**src/rtl/led_band_pkg.sv**
```systemverilog
// Shared definitions for the TLC5957 LED band interface blocks:
// FC register width, command edge counts (SCLK rising edges with LAT high)
// and the FC reader state encoding.
package led_band_pkg;

  localparam int FC_WIDTH = 48;

  // TLC5957 commands are selected by the number of SCLK rising edges seen
  // while LAT is high.
  localparam int CMD_WRTGS_EDGES     = 1;
  localparam int CMD_LATGS_EDGES     = 3;
  localparam int CMD_WRTFC_EDGES     = 5;
  localparam int CMD_LINERESET_EDGES = 7;
  localparam int CMD_READFC_EDGES    = 11;
  localparam int CMD_TMGRST_EDGES    = 13;
  localparam int CMD_FCWRTEN_EDGES   = 15;

  typedef enum logic [2:0] {
    FCR_IDLE   = 3'd0,
    FCR_ARM    = 3'd1,
    FCR_LAT_HI = 3'd2,
    FCR_SHIFT  = 3'd3,
    FCR_DONE   = 3'd4
  } fc_rd_state_e;

endpackage

```
**src/rtl/sclk_edge_sync.sv**
```systemverilog
// Brings the band SCLK and the driver's serial output into the clk domain
// through identical synchronizer chains, so both stay cycle-aligned, and
// derives SCLK rise/fall strobes plus the data bit to capture on a rise.
module sclk_edge_sync #(
  parameter int SYNC_STAGES = 2
) (
  input  logic clk,
  input  logic rst,
  input  logic SCLK,
  input  logic SIN,
  output logic sclk_rise,
  output logic sclk_fall,
  output logic sin_bit
);

  logic [SYNC_STAGES-1:0] sclk_sync_r;
  logic [SYNC_STAGES-1:0] sin_sync_r;
  logic                   sclk_prev_r;
  logic                   sin_prev_r;
  logic                   sclk_s;

  assign sclk_s = sclk_sync_r[SYNC_STAGES-1];

  // Synchronizer chains plus one extra stage of history for edge detection.
  always_ff @(posedge clk or negedge rst) begin
    if (!rst) begin
      sclk_sync_r <= {SYNC_STAGES{1'b0}};
      sin_sync_r  <= {SYNC_STAGES{1'b0}};
      sclk_prev_r <= 1'b0;
      sin_prev_r  <= 1'b0;
    end else begin
      sclk_sync_r <= {sclk_sync_r[SYNC_STAGES-2:0], SCLK};
      sin_sync_r  <= {sin_sync_r[SYNC_STAGES-2:0], SIN};
      sclk_prev_r <= sclk_s;
      sin_prev_r  <= sin_sync_r[SYNC_STAGES-1];
    end
  end

  // On a rise, sin_prev_r is the data sampled alongside the last SCLK-low
  // sample, i.e. the bit that was stable just before SCLK went high.
  assign sclk_rise = sclk_s & ~sclk_prev_r;
  assign sclk_fall = ~sclk_s & sclk_prev_r;
  assign sin_bit   = sin_prev_r;

endmodule

```
**src/rtl/led_band_fc_reader.sv**
```systemverilog
// Reads back the TLC5957 function-control register: issues READFC (LAT high
// for READFC_EDGES SCLK rises), then shifts FC_WIDTH bits in from the
// driver, presenting the word with a valid strobe and a compare flag.
module led_band_fc_reader #(
  parameter int FC_WIDTH     = led_band_pkg::FC_WIDTH,
  parameter int READFC_EDGES = led_band_pkg::CMD_READFC_EDGES,
  parameter int SYNC_STAGES  = 2
) (
  input  logic                clk,
  input  logic                rst,
  input  logic                SCLK,
  input  logic                start,
  input  logic [FC_WIDTH-1:0] fc_expected,
  output logic                en,
  output logic                LAT,
  output logic                SOUT,
  input  logic                SIN,
  output logic                busy,
  output logic [FC_WIDTH-1:0] fc_data,
  output logic                fc_valid,
  output logic                fc_match
);

  import led_band_pkg::*;

  localparam int EDGE_CW = $clog2(READFC_EDGES + 1);
  localparam int BIT_CW  = $clog2(FC_WIDTH + 1);
  localparam logic [EDGE_CW-1:0] EDGE_LAST = EDGE_CW'(READFC_EDGES);
  localparam logic [BIT_CW-1:0]  BIT_LAST  = BIT_CW'(FC_WIDTH - 1);

  fc_rd_state_e        state_r, state_s;
  logic [EDGE_CW-1:0]  edge_cnt_r, edge_cnt_s;
  logic [BIT_CW-1:0]   bit_cnt_r, bit_cnt_s;
  logic [FC_WIDTH-1:0] fc_data_r, fc_data_s;
  logic                lat_r, lat_s;
  logic                busy_r, busy_s;
  logic                fc_valid_r, fc_valid_s;
  logic                fc_match_r, fc_match_s;

  logic                sclk_rise_s;
  logic                sclk_fall_s;
  logic                sin_bit_s;

  sclk_edge_sync #(
    .SYNC_STAGES(SYNC_STAGES)
  ) u_sync (
    .clk      (clk),
    .rst      (rst),
    .SCLK     (SCLK),
    .SIN      (SIN),
    .sclk_rise(sclk_rise_s),
    .sclk_fall(sclk_fall_s),
    .sin_bit  (sin_bit_s)
  );

  // State and output registers; reset aborts any readback with LAT low.
  always_ff @(posedge clk or negedge rst) begin
    if (!rst) begin
      state_r    <= FCR_IDLE;
      edge_cnt_r <= {EDGE_CW{1'b0}};
      bit_cnt_r  <= {BIT_CW{1'b0}};
      fc_data_r  <= {FC_WIDTH{1'b0}};
      lat_r      <= 1'b0;
      busy_r     <= 1'b0;
      fc_valid_r <= 1'b0;
      fc_match_r <= 1'b0;
    end else begin
      state_r    <= state_s;
      edge_cnt_r <= edge_cnt_s;
      bit_cnt_r  <= bit_cnt_s;
      fc_data_r  <= fc_data_s;
      lat_r      <= lat_s;
      busy_r     <= busy_s;
      fc_valid_r <= fc_valid_s;
      fc_match_r <= fc_match_s;
    end
  end

  // Next-state logic; LAT only moves on SCLK falls so the driver sees it
  // stable around every rising edge.
  always_comb begin
    state_s    = state_r;
    edge_cnt_s = edge_cnt_r;
    bit_cnt_s  = bit_cnt_r;
    fc_data_s  = fc_data_r;
    lat_s      = lat_r;
    busy_s     = busy_r;
    fc_valid_s = 1'b0;
    fc_match_s = fc_match_r;

    case (state_r)
      FCR_IDLE: begin
        if (start) begin
          state_s    = FCR_ARM;
          busy_s     = 1'b1;
          edge_cnt_s = {EDGE_CW{1'b0}};
          bit_cnt_s  = {BIT_CW{1'b0}};
        end else begin
          busy_s = 1'b0;
          lat_s  = 1'b0;
        end
      end

      FCR_ARM: begin
        if (sclk_fall_s) begin
          state_s    = FCR_LAT_HI;
          lat_s      = 1'b1;
          edge_cnt_s = {EDGE_CW{1'b0}};
        end else begin
          state_s = FCR_ARM;
        end
      end

      FCR_LAT_HI: begin
        if (sclk_rise_s && (edge_cnt_r != EDGE_LAST)) begin
          edge_cnt_s = edge_cnt_r + EDGE_CW'(1);
        end else if (sclk_fall_s && (edge_cnt_r == EDGE_LAST)) begin
          state_s   = FCR_SHIFT;
          lat_s     = 1'b0;
          bit_cnt_s = {BIT_CW{1'b0}};
        end else begin
          state_s = FCR_LAT_HI;
        end
      end

      FCR_SHIFT: begin
        if (sclk_rise_s) begin
          fc_data_s = {fc_data_r[FC_WIDTH-2:0], sin_bit_s};
          bit_cnt_s = bit_cnt_r + BIT_CW'(1);
          if (bit_cnt_r == BIT_LAST) begin
            state_s    = FCR_DONE;
            fc_valid_s = 1'b1;
            fc_match_s = (fc_data_s == fc_expected);
          end else begin
            state_s = FCR_SHIFT;
          end
        end else begin
          state_s = FCR_SHIFT;
        end
      end

      FCR_DONE: begin
        state_s = FCR_IDLE;
        busy_s  = 1'b0;
      end

      default: begin
        state_s = FCR_IDLE;
        lat_s   = 1'b0;
        busy_s  = 1'b0;
      end
    endcase
  end

  assign LAT      = lat_r;
  assign busy     = busy_r;
  assign en       = busy_r;
  assign SOUT     = 1'b0;
  assign fc_data  = fc_data_r;
  assign fc_valid = fc_valid_r;
  assign fc_match = fc_match_r;

endmodule
```
**config.mk**
```make
export PLATFORM = sky130hd
export DESIGN_NAME = led_band_fc_reader
export DESIGN_NICKNAME = d
export VERILOG_FILES = /design/src/rtl/led_band_pkg.sv /design/src/rtl/sclk_edge_sync.sv /design/src/rtl/led_band_fc_reader.sv
export SDC_FILE = /design/constraint.sdc
export NUM_CORES = 1
export LEC_CHECK = 0
export BUFFER_PORTS_ARGS = -buffer_cell sky130_fd_sc_hd__buf_2
export CORE_MARGIN = 5
export CORE_UTILIZATION = 25
export CTS_BUF_LIST = sky130_fd_sc_hd__clkbuf_4 sky130_fd_sc_hd__clkbuf_8
export DETAILED_ROUTE_END_ITERATION = 6
export PLACE_DENSITY_LB_ADDON = 0.05
export REMOVE_ABC_BUFFERS = 1
export SETUP_SLACK_MARGIN = 0.05
export SLEW_MARGIN = 10
export SYNTH_ARGS = -nofsm -noshare
export SYNTH_HDL_FRONTEND = slang
export SYNTH_SLANG_ARGS = --single-unit
```
**constraint.sdc**
```tcl
create_clock -name clk -period 3.36 [get_ports clk]
set_input_delay 0.84 -clock clk [delete_from_list [all_inputs] [get_ports clk]]
set_output_delay 0.84 -clock clk [all_outputs]
set_load 0.01 [all_outputs]
```
==> impl_metrics.json, run 1 <==
{
  "finalWirelength_mm": 9.54,
  "outcome": "completed",
  "tritoncts_clock_tree": "yes",
  "power.density_cell_area_nw_per_um2": 541,
  "cts.root.buffer_cell": "sky130_fd_sc_hd__clkbuf_8",
  "worst-setup-path-type": "reg2reg",
  "dpl.hpwl_mm": 6.90,
  "yosys_warnings": 0,
  "finalCritPeriodShare": 0.630,
  "yosys_register_bits": 71,
  "layout_min_cycle_time_ps": 2120,
  "floorplan.initialDensity": 0.253,
  "timing_hold_violations_final": 0,
  "timing.hold.worst.class": "reg2reg",
  "fin_setup_tns_ps": 0,
  "worst_slew_pin_slew_ps": 980,
  "crit_path_max_fanout": 29,
  "rows": 44,
  "worst_slack_ps": 1240,
  "critPathMaxStageDelay_ps": 570,
  "use_met1": 0.146,
  "synthesis.area_per_instance_um2": 13.3,
  "antenna_found_initial": 1,
  "first_global_vias": 2525,
  "ys_top_cells_by_area": "sky130_fd_sc_hd__dfrtp_1 (49%), sky130_fd_sc_hd__mux2_4 (20%), sky130_fd_sc_hd__xnor2_1 (12%)",
  "synth_cell_type_count": 38,
  "worst-endpoint-arrival_ps": 2350,
  "synth_seq_area_share": 0.487,
  "gpl.final_weighted_congestion": 0.714,
  "cts_post_setup_buffers_inserted": 0,
  "post_cts_hold_buffer_count": 0,
  "fillers": 1496,
  "vdd_drop_max_mv": 0.165,
  "clock_skew_ps": 3.70,
  "met2_usage": 0.183,
  "crit_family": "simple AND/OR/NAND/NOR gates",
  "rsz_0062_raised_after_global_routing": "no",
  "timing.critical_path.from_type": "flop",
  "detailedPlace.worstSlack_ps": 1230,
  "die_area_um2": 17100,
  "placeable_core_region_um2": 14400,
  "layout-area-overhead-vs-synth_pct": 22.2,
  "dr.first_iter.drc_count": 63,
  "critPathSlowestCell": "sky130_fd_sc_hd__and3_4",
  "fin_nets": 436,
  "clock_sink_count": 71,
  "antenna_violating_nets_post_route": 0,
  "max_cap_viol_count": 0,
  "clk_path_buf_depth": 2,
  "critical_path.cell_chain": "nor2b_4 -> and3_4 -> buf_12 -> mux2_4",
  "netlist_instances": 275,
  "latest_clock_arrival_within_the_worst_skew_pair_ps": 350,
  "io_buffer_count": 105,
  "achievable-frequency_mhz": 473,
  "busiest_layer": "met2",
  "drive_above_1_share": 0.453,
  "crit_path_end_kind": "flop",
  "total_drc_errors_in_the_routed_layout": 0,
  "io_pins": 107,
  "cts.clk_slew.worst_paths_ps": 70,
  "htree_num_levels": 3,
  "wire_length_of_the_first_global_routing_pass_mm": 14.5,
  "global_route.overflow_total": 0,
  "antenna_cells": 0,
  "netlist.top_cell.by_area": "sky130_fd_sc_hd__dfrtp_1",
  "cp_data_required_time_ps": 3600,
  "critical_path.n_buffers_inverters": 1,
  "post_drt_wl_per_cell_um": 16.8,
  "slew-limit-headroom": 0.347,
  "grt.met3_usage": 0.0472,
  "cts_made_buffers": 9,
  "synth.top_cell.area_share": 0.487,
  "die-height_um": 131,
  "ratio_of_routed_vias_to_standard_cells": 4.28,
  "first_pass_iters": 4,
  "setup_viol_count_final": 0,
  "power.leakage_nw": 2.13,
  "drv_slew": 0,
  "global_route.usage.total": 0.116,
  "post_cts_resize_count": 0,
  "floorplan.die.width_um": 131,
  "route.vias.total": 2430,
  "post_synth_instance_area_um2": 3650,
  "grt_start_max_net_pins": 72
}
[worst reg2reg max path, delay by kind of cell, from the launching register on]
family,cells,cell delay [ps]
simple gates,2,850
flops,1,520
mux,1,340
buf+inv,1,300
[routing by layer]
layer	vias up	routed length [µm]
met2	60	4620
met5	-	16
li1	1168	-
met3	12	549
met4	2	122
met1	1188	4230
[synth_stat cells]
master and count:
sky130_fd_sc_hd__o21ai_1 5, sky130_fd_sc_hd__mux2_4 48, sky130_fd_sc_hd__dfrtp_1 71, sky130_fd_sc_hd__nor2b_4 1, sky130_fd_sc_hd__o311ai_2 1, sky130_fd_sc_hd__nand4b_1 1
sky130_fd_sc_hd__o21ai_0 12, sky130_fd_sc_hd__a21oi_1 9, sky130_fd_sc_hd__or3_1 1, sky130_fd_sc_hd__buf_6 1, sky130_fd_sc_hd__a22o_1 1, sky130_fd_sc_hd__buf_4 3
sky130_fd_sc_hd__and3_1 2, sky130_fd_sc_hd__buf_8 1, sky130_fd_sc_hd__o21a_1 1, sky130_fd_sc_hd__o31ai_1 2, sky130_fd_sc_hd__nand3b_1 2, sky130_fd_sc_hd__inv_1 3
sky130_fd_sc_hd__nor3_1 2, sky130_fd_sc_hd__buf_2 1, sky130_fd_sc_hd__ha_1 2, sky130_fd_sc_hd__xor2_1 2, sky130_fd_sc_hd__xnor2_1 48, sky130_fd_sc_hd__nor4_1 3
sky130_fd_sc_hd__and2b_4 1, sky130_fd_sc_hd__inv_2 1, sky130_fd_sc_hd__nand2b_1 4, sky130_fd_sc_hd__nor2b_1 1, sky130_fd_sc_hd__buf_12 5, sky130_fd_sc_hd__conb_1 1
sky130_fd_sc_hd__nand4_1 15, sky130_fd_sc_hd__a21o_1 1, sky130_fd_sc_hd__nor2_1 10, sky130_fd_sc_hd__nand3_1 3, sky130_fd_sc_hd__a311oi_1 1, sky130_fd_sc_hd__and3_4 1
sky130_fd_sc_hd__nand2_1 7, sky130_fd_sc_hd__mux2_2 1
[layout by cell type (no fill, tap or decap), types with 2 or more instances in the layout]
| master | netlist | layout |
|---|---|---|
| sky130_fd_sc_hd__buf_2 | 1 | 104 |
| sky130_fd_sc_hd__dfrtp_1 | 71 | 71 |
| sky130_fd_sc_hd__mux2_4 | 48 | 48 |
| sky130_fd_sc_hd__xnor2_1 | 48 | 48 |
| sky130_fd_sc_hd__nand4_1 | 15 | 15 |
| sky130_fd_sc_hd__clkbuf_8 | 0 | 13 |
| sky130_fd_sc_hd__o21ai_0 | 12 | 12 |
| sky130_fd_sc_hd__nor2_1 | 10 | 10 |
| sky130_fd_sc_hd__a21oi_1 | 9 | 9 |
| sky130_fd_sc_hd__nand2_1 | 7 | 7 |
| sky130_fd_sc_hd__o21ai_1 | 5 | 5 |
| sky130_fd_sc_hd__nand2b_1 | 4 | 4 |
| sky130_fd_sc_hd__inv_1 | 3 | 3 |
| sky130_fd_sc_hd__nand3_1 | 3 | 3 |
| sky130_fd_sc_hd__nor4_1 | 3 | 3 |
| sky130_fd_sc_hd__and3_1 | 2 | 2 |
| sky130_fd_sc_hd__nand3b_1 | 2 | 2 |
| sky130_fd_sc_hd__o31ai_1 | 2 | 2 |
| sky130_fd_sc_hd__nor3_1 | 2 | 2 |
| sky130_fd_sc_hd__xor2_1 | 2 | 2 |
| sky130_fd_sc_hd__ha_1 | 2 | 2 |
[state kept, by name (all words and copies together), names as in the netlist, 2 cells and up]
signal	count
state_r	3
fc_data	48
bit_cnt_r	6
edge_cnt_r	4
u_sync.sclk_sync_r	2
u_sync.sin_sync_r	2
[worst paths after layout]
path	start	endpoint	slack, ps	depth (start not counted)
setup / recovery	state_r[1]	fc_data[41]	1240	4
hold reg to reg	u_sync.sin_sync_r[0]	u_sync.sin_sync_r[1]	350	0
setup reg to reg	state_r[1]	fc_data[41]	1240	4
max in group asynchronous	rst	busy	2090	1
hold / removal	u_sync.sin_sync_r[0]	u_sync.sin_sync_r[1]	350	0
min in group asynchronous	rst	fc_data[47]	630	1
[where the power goes]
group | internal, mW | switching [mW] | leakage (nW)
Combinational | 0.331 | 0.309 | 1.08
Sequential | 0.960 | 0.144 | 0.947
Clock | 0.350 | 0.318 | 0.0981
[metrics by stage]
| step | util | hold slack (ps) | total power, mW | instances | instance area, µm² |
|---|---|---|---|---|---|
| global route | 0.309 | 361 | 2.58 | 568 | 4460 |
| global placement | 0.296 | 335 | 1.77 | 554 | 4270 |
| finish | 0.309 | 354 | 2.41 | 568 | 4460 |
| floorplan | - | 331 | 1.52 | 264 | 3490 |
| CTS | 0.309 | 356 | 2.47 | 568 | 4460 |
| detailed placement | 0.296 | 338 | 1.78 | 554 | 4270 |
[kinds of logic (layout without fill, tap and decap cells)]
family | after synthesis | count (layout) | synth area share
DFF | 71 | 71 | 0.487
muxes | 49 | 49 | 0.201
AOI/OAI and AO/OA | 33 | 33 | 0.0532
and+or+nand+nor | 54 | 54 | 0.0850
buffers and inverters | 15 | 124 | 0.0463
xor gates and xnor gates | 50 | 50 | 0.120
other | 1 | 1 | 0.00103
adders and majority gates | 2 | 2 | 0.00686
[area by class of cell]
| type | count | area [µm²] | share of cell area |
|---|---|---|---|
| Clock buffer | 14 | 186 | 0.0418 |
| Inverter | 4 | 15.0 | 0.00337 |
| Multi-Input combinational cell | 189 | 1700 | 0.382 |
| Sequential cell | 71 | 1780 | 0.398 |
| Tap cell | 184 | 230 | 0.0516 |
| Timing Repair Buffer | 106 | 548 | 0.123 |
No activity file was read; power rests on OpenSTA's default activity.
==> run 2: changes to the inputs <==
==> constraint.sdc (replaced) <==
create_clock -name clk -period 2.2 [get_ports clk]
set_input_delay 0.55 -clock clk [delete_from_list [all_inputs] [get_ports clk]]
set_output_delay 0.55 -clock clk [all_outputs]
set_load 0.01 [all_outputs]
==> impl_metrics.json, run 2 (synthesis gave the netlist of run 1 again) <==
{
  "rows": 44,
  "clock_sink_count": 71,
  "layout_min_cycle_time_ps": 1780,
  "finalCritPeriodShare": 0.811,
  "fin_setup_tns_ps": 0,
  "postLayoutCellArea_um2": 4600,
  "cts.root.buffer_cell": "sky130_fd_sc_hd__clkbuf_8",
  "layout-area-overhead-vs-synth_pct": 26.0,
  "post_cts_hold_buffer_count": 0,
  "power.leakage_nw": 2.20,
  "io_buffer_count": 105,
  "antenna_violating_nets_post_route": 0,
  "placeable_core_region_um2": 14400,
  "outcome": "completed",
  "latest_clock_arrival_within_the_worst_skew_pair_ps": 350,
  "placement.cell_area_um2": 4350,
  "largest_register_ffs": 48,
  "wire_length_of_the_first_global_routing_pass_mm": 14.9,
  "antenna_cells": 0,
  "fin_hold_ws_ps": 164,
  "cts_made_buffers": 9,
  "power.density_cell_area_nw_per_um2": 861,
  "ratio_of_routed_vias_to_standard_cells": 4.28,
  "finalWirelength_mm": 9.60,
  "achievable-frequency_mhz": 561,
  "cp_data_required_time_ps": 2430,
  "reg2reg_slack_ps": 420,
  "final_util": 0.319,
  "vdd_drop_max_mv": 0.297,
  "max_cap_viol_count": 0,
  "timing.hold.worst.class": "in2async",
  "worst_slew_pin_slew_ps": 511,
  "first_pass_iters": 4,
  "global_route.overflow_total": 0,
  "htree_num_levels": 3,
  "cts_post_setup_buffers_inserted": 0,
  "dpl.cell_count": 561,
  "setup_viol_count_final": 0,
  "clock_skew_ps": 7.92,
  "most_frequent_cells_in_the_layout": "sky130_fd_sc_hd__buf_2 (104), sky130_fd_sc_hd__dfrtp_1 (71), sky130_fd_sc_hd__mux2_4 (48), sky130_fd_sc_hd__xnor2_1 (48), sky130_fd_sc_hd__nand4_1 (15)",
  "timing.critical_path.from_type": "flop",
  "gpl.final_weighted_congestion": 0.740,
  "timing_hold_violations_final": 0,
  "cts.clk_slew.worst_paths_ps": 70,
  "grt_start_max_net_pins": 36,
  "floorplan.initialDensity": 0.253,
  "tritoncts_clock_tree": "yes",
  "floorplan.die.width_um": 131,
  "die-height_um": 131,
  "slew-limit-headroom": 0.656,
  "dr.first_iter.drc_count": 59,
  "layout_commonest_cell": "sky130_fd_sc_hd__buf_2",
  "antenna_found_initial": 1,
  "total_drc_errors_in_the_routed_layout": 0,
  "drv_slew": 0,
  "clk_path_buf_depth": 2,
  "global_route.usage.total": 0.118,
  "drive_above_1_share": 0.466,
  "crit_path_max_fanout": 23,
  "die_area_um2": 17100,
  "crit_path_end_kind": "flop",
  "fin_nets": 443,
  "dpl.hpwl_mm": 7.28,
  "io_pins": 107,
  "final_cell_count_no_fill": 577,
  "worst-setup-path-type": "reg2reg",
  "rsz_0062_raised_after_global_routing": "no",
  "route.vias.total": 2468,
  "worst-endpoint-arrival_ps": 2010,
  "first_global_vias": 2611,
  "post_drt_wl_per_cell_um": 16.6,
  "post_cts_resize_count": 0
}
## run 2: cell types whose count changed in the layout (fill, tap and decap cells not counted), sizes merged
cell,delta
bufinv,+2
buf,+7
## run 2: metrics by stage
step	power [mW]	setup slack [ps]
3_5_place_dp	2.75	224
3_3_place_gp	2.75	250
2_1_floorplan	2.32	316
4_1_cts	4.06	393
6_report	3.96	417
5_1_grt	4.21	284
## run 2: layer usage
| layer | vias to the layer above | GRT usage | wire, µm |
|---|---|---|---|
| li1 | 1189 | - | - |
| met3 | 13 | 0.0325 | 435 |
| met2 | 57 | 0.195 | 4790 |
| met4 | 2 | 0.0490 | 141 |
| met5 | - | 0 | 13 |
| met1 | 1207 | 0.146 | 4210 |
## run 2: final timing paths
| path | startpoint | to | depth (start not counted) |
|---|---|---|---|
| max in group asynchronous | rst | bit_cnt_r[2] | 2 |
| max reg2reg | state_r[0] | fc_data[32] | 3 |
| max | state_r[0] | fc_data[32] | 3 |
| min in group clk | SCLK | u_sync.sclk_sync_r[0] | 1 |
| min reg2reg | u_sync.sclk_sync_r[0] | u_sync.sclk_sync_r[1] | 0 |
| min | rst | fc_data[47] | 1 |
## run 2: layout make-up
cell class / instances / area, µm²
Fill cell: 1518 / 9830
Sequential cell: 71 / 1780
Multi-Input combinational cell: 189 / 1700
Timing Repair Buffer: 113 / 626
Tap cell: 184 / 230
Clock buffer: 14 / 186
Clock inverter: 2 / 60.1
Inverter: 4 / 15.0
## run 2: critical path: stages, from the launching register on
cell                      delay [ps]
sky130_fd_sc_hd__dfrtp_1         610
sky130_fd_sc_hd__and3_4          460
sky130_fd_sc_hd__buf_12          250
sky130_fd_sc_hd__mux2_4          320
## run 2: power breakdown
group          switching (mW)  leakage (nW)  internal (mW)
sequential              0.204         0.947           1.47
clock                   0.494         0.126          0.776
combinational           0.489          1.13          0.529
total                    1.19          2.20           2.77
==> run 3: changes to the inputs <==
==> constraint.sdc (replaced) <==
create_clock -name clk -period 1.4 [get_ports clk]
set_input_delay 0.35 -clock clk [delete_from_list [all_inputs] [get_ports clk]]
set_output_delay 0.35 -clock clk [all_outputs]
set_load 0.01 [all_outputs]
==> impl_metrics.json, run 3 (synthesis gave the netlist of run 1 again) <==
{
  "outcome": "finished, violations left",
  "violations": "negative setup slack",
  "detailedPlace.worstSlack_ps": -268,
  "crit_path_max_fanout": 7,
  "antenna_violating_nets_post_route": 0,
  "ratio_of_routed_vias_to_standard_cells": 4.29,
  "largest_register_ffs": 48,
  "tritoncts_clock_tree": "yes",
  "cts.root.buffer_cell": "sky130_fd_sc_hd__clkbuf_8",
  "route.vias.total": 2944,
  "internal_portion_of_total_power_mw": 5.13,
  "fillers": 1431,
  "vdd_drop_max_mv": 0.520,
  "finalCritPeriodShare": 1.12,
  "clock_sink_count": 71,
  "antenna_found_initial": 1,
  "global_route.usage.total": 0.135,
  "p_seq_frac": 0.344,
  "placement.cell_area_um2": 4810,
  "achievable-frequency_mhz": 637,
  "power.share.switching": 0.305,
  "final_cell_count_no_fill": 687,
  "worst-endpoint-arrival_ps": 1810,
  "layout-area-overhead-vs-synth_pct": 62.7,
  "critical_path.n_buffers_inverters": 1,
  "power.share.clock": 0.276,
  "floorplan.initialDensity": 0.253,
  "antenna_cells": 0,
  "io_pins": 107,
  "wire_length_of_the_first_global_routing_pass_mm": 17.3,
  "net-switching-power_mw": 2.25,
  "clock_skew_ps": 10.2,
  "floorplan.die.width_um": 131,
  "crit_path_end_kind": "flop",
  "timing.critical_path.from_type": "flop",
  "die_area_um2": 17100,
  "worst-setup-path-type": "reg2reg",
  "critical_path.cell_chain": "and2b_4 -> and3_4 -> clkbuf_16 -> mux2_4",
  "rsz_0062_raised_after_global_routing": "yes",
  "timing.hold.worst.class": "in2reg",
  "power.leakage_nw": 2.87,
  "first_pass_iters": 4,
  "htree_num_levels": 3,
  "cts.clk_slew.worst_paths_ps": 80,
  "critPathSlowestCell": "sky130_fd_sc_hd__dfrtp_1",
  "drive_above_1_share": 0.634,
  "gpl.final_weighted_congestion": 0.756,
  "total_drc_errors_in_the_routed_layout": 0,
  "worst_slack_ps": -170,
  "die-height_um": 131,
  "grt_start_max_net_pins": 42,
  "most_frequent_cells_in_the_layout": "sky130_fd_sc_hd__buf_4 (79), sky130_fd_sc_hd__buf_2 (72), sky130_fd_sc_hd__dfrtp_1 (67)",
  "global_route.overflow_total": 0,
  "io_buffer_count": 105,
  "first_global_vias": 3251,
  "timing_hold_violations_final": 0,
  "layout_min_cycle_time_ps": 1570,
  "dpl.cell_count": 621,
  "critPathMaxStageDelay_ps": 380,
  "latest_clock_arrival_within_the_worst_skew_pair_ps": 360,
  "post_drt_wl_per_cell_um": 16.4,
  "postLayoutCellArea_um2": 5940,
  "fin_nets": 553,
  "setup_viol_count_final": 62,
  "dpl.hpwl_mm": 7.96,
  "placeable_core_region_um2": 14400,
  "cts_made_buffers": 9,
  "power.density_cell_area_nw_per_um2": 1240,
  "clk_path_buf_depth": 2,
  "drv_slew": 0,
  "max_cap_viol_count": 0,
  "layout_commonest_cell": "sky130_fd_sc_hd__buf_4",
  "fin_hold_ws_ps": 105,
  "crit_family": "simple AND/OR/NAND/NOR gates",
  "cp_data_required_time_ps": 1640,
  "dr.first_iter.drc_count": 100,
  "rows": 44,
  "logic_pwr_share": 0.379,
  "finalWirelength_mm": 11.3,
  "final_util": 0.412
}
run 3: cell types whose count changed in the layout (fill, tap and decap cells not counted), moves of 4 or more:
cell	delta
sky130_fd_sc_hd__o21ai_0	-9
sky130_fd_sc_hd__dfrtp_2	+4
sky130_fd_sc_hd__o21ai_1	+5
sky130_fd_sc_hd__buf_6	+65
sky130_fd_sc_hd__dfrtp_1	-4
sky130_fd_sc_hd__buf_4	+73
sky130_fd_sc_hd__o21ai_2	+4
sky130_fd_sc_hd__buf_2	-32
run 3: layout make-up:
type                            instances  area (µm²)  area share
Clock buffer                           14         186      0.0314
Sequential cell                        71        1780       0.300
Inverter                                4        15.0     0.00253
Tap cell                              184         230      0.0388
Multi-Input combinational cell        189        1840       0.309
Clock inverter                          2        60.1      0.0101
Timing Repair Buffer                  223        1830       0.308
run 3: timing repair:
| item | CTS | global route |
|---|---|---|
| pin swaps | 13 | 6 |
| gates resized for setup | 87 | 27 |
| endpoints found under the hold margin | 13 | 0 |
| hold buffers | 1 | 0 |
| gates cloned | 0 | 2 |
| setup endpoints to repair | 95 | 102 |
| buffers inserted | 39 | 16 |
run 3: layer usage:
metal	track usage	wire length, µm
met1	0.165	4830
met2	0.222	5650
met3	0.0362	498
met4	0.0629	302
met5	0	11
run 3: final timing paths:
path	from	to	slack, ps	cells past startpoint
max in group asynchronous	rst	fc_data[20]	470	3
worst max register to register	u_sync.sclk_prev_r	fc_data[28]	-170	4
worst min register to register	u_sync.sin_sync_r[0]	u_sync.sin_sync_r[1]	350	0
worst max-delay path	u_sync.sclk_prev_r	fc_data[28]	-170	4
min in group asynchronous	rst	fc_valid	400	2
worst min-delay path	SIN	u_sync.sin_sync_r[0]	100	1
run 3: power groups by stage:
stage                     sequential, mW  clock, mW  combinational, mW
after floorplan                     2.68          0              0.976
after detailed placement            2.56          0               2.22
after global routing                2.58       2.18               3.02
final                               2.54       2.04               2.80
after global placement              2.56          0               2.23
after CTS                           2.54       2.11               2.64
run 3: metrics by stage:
step / power, mW / setup TNS, ps
6_report: 7.38 / -7920
5_1_grt: 7.78 / -11030
4_1_cts: 7.30 / -6400
3_5_place_dp: 4.78 / -6420
3_3_place_gp: 4.79 / -5630
2_1_floorplan: 3.65 / -22050
